`src/rtl/systolic_result_drain.sv`:
```
// Result drain for the systolic array: captures a ROWSxCOLS matrix and streams it one row per beat.
// Optional macro DRAIN_SAT_EN saturates each element to DATA_WIDTH bits before buffering.
module systolic_result_drain #(
  parameter int DATA_WIDTH = 8,
  parameter int ROWS       = 8,
  parameter int COLS       = 8,
  localparam int ACC_W     = 2 * DATA_WIDTH,
`ifdef DRAIN_SAT_EN
  localparam int OUT_W     = DATA_WIDTH,
`else
  localparam int OUT_W     = ACC_W,
`endif
  localparam int IDX_W     = $clog2(ROWS)
) (
  input  logic                          clk,
  input  logic                          rst_n,
  input  logic                          in_valid,
  input  logic [ACC_W*ROWS*COLS-1:0]    in_C,
  output logic                          in_ready,
  output logic                          out_valid,
  input  logic                          out_ready,
  output logic [OUT_W*COLS-1:0]         out_row,
  output logic [IDX_W-1:0]              out_idx,
  output logic                          out_last,
  output logic                          drop_err,
  output logic [7:0]                    drop_cnt
);

  typedef enum logic {IDLE, DRAIN} state_t;

  state_t                  state;
  logic [OUT_W*COLS-1:0]   buf_q    [ROWS];
  logic [OUT_W*COLS-1:0]   cap_rows [ROWS];
  logic                    fire;
  logic                    accept;
  logic                    drop;
  logic [IDX_W-1:0]        nxt_idx;

  function automatic logic [OUT_W-1:0] sat_elem(input logic signed [ACC_W-1:0] v);
`ifdef DRAIN_SAT_EN
    logic signed [ACC_W-1:0] max_v;
    logic signed [ACC_W-1:0] min_v;
    max_v = {{(ACC_W-DATA_WIDTH+1){1'b0}}, {(DATA_WIDTH-1){1'b1}}};
    min_v = {{(ACC_W-DATA_WIDTH+1){1'b1}}, {(DATA_WIDTH-1){1'b0}}};
    if (v > max_v)
      return max_v[OUT_W-1:0];
    else if (v < min_v)
      return min_v[OUT_W-1:0];
    else
      return v[OUT_W-1:0];
`else
    return v;
`endif
  endfunction

  // Saturation (if enabled) sits ahead of the buffer so capture latency is unchanged
  always_comb begin
    for (int r = 0; r < ROWS; r++) begin
      cap_rows[r] = '0;
      for (int c = 0; c < COLS; c++)
        cap_rows[r][c*OUT_W +: OUT_W] = sat_elem(in_C[(r*COLS+c)*ACC_W +: ACC_W]);
    end
  end

  assign fire     = out_valid && out_ready;
  assign in_ready = (state == IDLE) || (fire && out_last);
  assign accept   = in_valid && in_ready;
  assign drop     = in_valid && !in_ready;
  assign nxt_idx  = out_idx + 1'b1;

  always_ff @(posedge clk or negedge rst_n) begin
    if (!rst_n) begin
      state     <= IDLE;
      out_valid <= 1'b0;
      out_idx   <= '0;
      out_last  <= 1'b0;
      out_row   <= '0;
      drop_err  <= 1'b0;
      drop_cnt  <= 8'd0;
      for (int r = 0; r < ROWS; r++)
        buf_q[r] <= '0;
    end else begin
      drop_err <= drop;
      if (drop && drop_cnt != 8'hFF)
        drop_cnt <= drop_cnt + 8'd1;

      // A capture on the last-row fire cycle restarts the drain with no bubble
      if (accept) begin
        buf_q     <= cap_rows;
        state     <= DRAIN;
        out_valid <= 1'b1;
        out_idx   <= '0;
        out_last  <= 1'b0;
        out_row   <= cap_rows[0];
      end else if (fire) begin
        if (out_last) begin
          state     <= IDLE;
          out_valid <= 1'b0;
          out_last  <= 1'b0;
          out_idx   <= '0;
        end else begin
          out_idx  <= nxt_idx;
          out_row  <= buf_q[nxt_idx];
          out_last <= (out_idx == IDX_W'(ROWS - 2));
        end
      end
    end
  end

endmodule

```
`config.mk`:
```
export PLATFORM = sky130hd
export DESIGN_NAME = systolic_result_drain
export DESIGN_NICKNAME = d
export VERILOG_FILES = /design/src/rtl/systolic_result_drain.sv
export SDC_FILE = /design/constraint.sdc
export NUM_CORES = 2
export LEC_CHECK = 0
export CAP_MARGIN = 15
export CORE_AREA = 2 2 456 458
export CTS_CLUSTER_SIZE = 8
export DETAILED_ROUTE_END_ITERATION = 16
export DIE_AREA = 0 0 458 460
export GPL_ROUTABILITY_DRIVEN = 0
export PLACE_DENSITY = 0.46
export SYNTH_ARGS = -nofsm -noshare
export SYNTH_HDL_FRONTEND = slang
export SYNTH_SLANG_ARGS = --single-unit
```
`constraint.sdc`:
```
create_clock -name clk -period 6.16 [get_ports clk]
set_clock_uncertainty 0.2 [all_clocks]
set_input_delay 0.616 -clock clk [delete_from_list [all_inputs] [get_ports clk]]
set_output_delay 0.616 -clock clk [all_outputs]
set_load 0.02 [all_outputs]
```
==> metrics.txt <==
Die Y-Extent 460 microns; period utilisation layout 0.620; # H-tree levels 4; flops & latches, synth 1166; share of layout cells above drive strength 1 0.0758; CP Capture Type flop; Relative slew margins 0.280; max-slew violations 0; area grow syn2layout 36.9%; most common cell after layout, fill and taps aside nand2_1; worst-path fanout max 36; nature of the critical path startpoint flop; worst hold slack 0.130 ns; WL final 234000 microns; final setup vio count 0; # resized after CTS 0; Synth area leader dfrtp_1; Pwr per Cell Area 520 mW/mm^2; number of synthesized flops with an enable pin 0; asr flop ratio synth 1.00; Max rail drop VDD 0.291 mV; Bufs on Longest Clock Path 3; Die ar. 0.211 sq mm; clk sinks 1166; PortBufs 1170; CTS tree yes; vias in the first global route 46400; vias per cell 4.67; die width 458 microns; hold crit path type in2reg; core area 0.206 sq mm; Worst EP required 6.63 ns; share of the synthesized area in the top cell type 0.559; Finished Core Util 0.347; synth warn 0; syn avg cell area 8.98 sq um; Synth Flop Type dfrtp_1; gr usage total 0.217; max_cap viols 0; post-DP HPWL 164000 microns; Max Fclk 262 MHz; Sum Neg Setup Slack 0 ns; Leak 34.1 nW; crit path DAT 4.29 ns; area post-placement 0.0668 sq mm; clock slew at reported path FFs 0.05 ns; status complete, no violations; DRC 0; most frequent cells in the layout nand2_1 (3360), clkdlybuf4s50_1 (1169), dfrtp_1 (1165); filler-free cell count of the finished design 9630; io pins 1171; largest net degree at the start of global routing 183; Initial Util 0.253; GRT Residual Overflow 0; Syn Inst Count 5813; Cell Area, Synth 0.0522 sq mm; Antenna Violating Nets Remaining 0; first-pass GRT wire length 334000 microns; final hold vios 0; dpl cells 9392; detailed-route via count 44900; syn nets 6844; pre-CTS setup slack 2.09 ns; DRT Pass-1 Iters 8; Netlist cell types 39; DR iter-0 viols 3481; Setup CP Type reg2reg; register area share after synthesis 0.559; RSZ-0062 raised after global routing no; Routed wire per std cell 24.3 microns; clk_lat worst skew 0.80 ns; design area 0.0715 sq mm; CTS root buf clkbuf_16; Worst Tran Pin Value 1.08 ns; nets 7888; synth top area cells dfrtp_1 (56%), nand2_1 (24%), mux4_2 (6.3%); TritonCTS Buffers 166; minimum clock period 3.82 ns; total chip power 37.2 mW; initial antenna violation count 117; number of core rows 167; setup ws final 2.34 ns
==> worst paths after layout <==
| kind | from | to | slack [ns] | depth (start not counted) |
|---|---|---|---|---|
| worst max-delay path | out_idx[0] | out_row[115] | 2.34 | 6 |
| max in group asynchronous | rst_n | buf_q[785] | 3.91 | 3 |
| min in group asynchronous | rst_n | buf_q[386] | 0.27 | 2 |
| worst max register to register | out_idx[0] | out_row[115] | 2.34 | 6 |
| worst min-delay path | in_C[452] | buf_q[580] | 0.13 | 3 |
| worst min register to register | buf_q[1015] | buf_q[1015] | 0.26 | 2 |
==> cells in the mapped netlist (56+ instances only) <==
cell type,count
nand2_1,3360
dfrtp_1,1166
clkbuf_1,215
mux4_2,145
buf_2,138
and3_1,113
mux2_2,85
o211ai_1,61
nor2_1,59
o22ai_1,59
mux2i_1,58
nand3b_1,58
nor3b_1,56
nor4_1,56
==> flip-flops by register name (all words and copies together), names as in the netlist <==
name and count:
buf_q 1024, out_row 128, drop_cnt 8, out_idx 3, drop_err 1, out_last 1, state 1
==> power breakdown <==
part / leakage, nW / internal (mW) / switching (mW) / total, mW
clock network: 2.21 / 4.91 / 3.55 / 8.46
registers: 14.6 / 11.2 / 2.18 / 13.4
logic: 17.3 / 6.53 / 8.78 / 15.3
==> logic make-up (layout without fill, tap and decap cells) <==
logic type / after synthesis / after routing / synth area share
xor+xnor: 9 / 9 / 0.00151
compound gates: 236 / 236 / 0.0301
fa+ha+maj: 3 / 3 / 0.000719
other cells: 0 / 42 / 0
flops: 1166 / 1166 / 0.559
simple gates: 3719 / 3719 / 0.284
buf+inv: 392 / 1463 / 0.0321
mux: 288 / 288 / 0.0920
==> layer usage <==
metal,global-route usage,vias up,part of all wire
li1,-,20700,-
met3,0.0645,395,0.074
met4,0.0643,116,0.028
met1,0.268,22200,0.41
met5,0,-,0.0031
met2,0.366,1499,0.48
==> cell type report <==
type | count | area [sq um]
Fill cell | 21300 | 135000
Clock buffer | 180 | 4280
Tap cell | 2704 | 3380
Multi-Input combinational cell | 4255 | 21400
Clock inverter | 15 | 251
Timing Repair Buffer | 1262 | 12800
Inverter | 6 | 22.5
Sequential cell | 1166 | 29200
Antenna cell | 42 | 105
==> critical path, stage by stage, from the launching register on <==
cell and delay (ns):
dfrtp_4 0.99, ha_1 0.48, xor2_4 0.52, buf_4 0.59, mux2_2 0.40, o21ai_0 0.27
o21ai_0 0.15
==> timing repair <==
action,CTS,global route
endpoints found under the hold margin,104,0
hold buffers,1,0
setup buffers,0,0
Note: power is estimated with default switching activity, not from simulation.
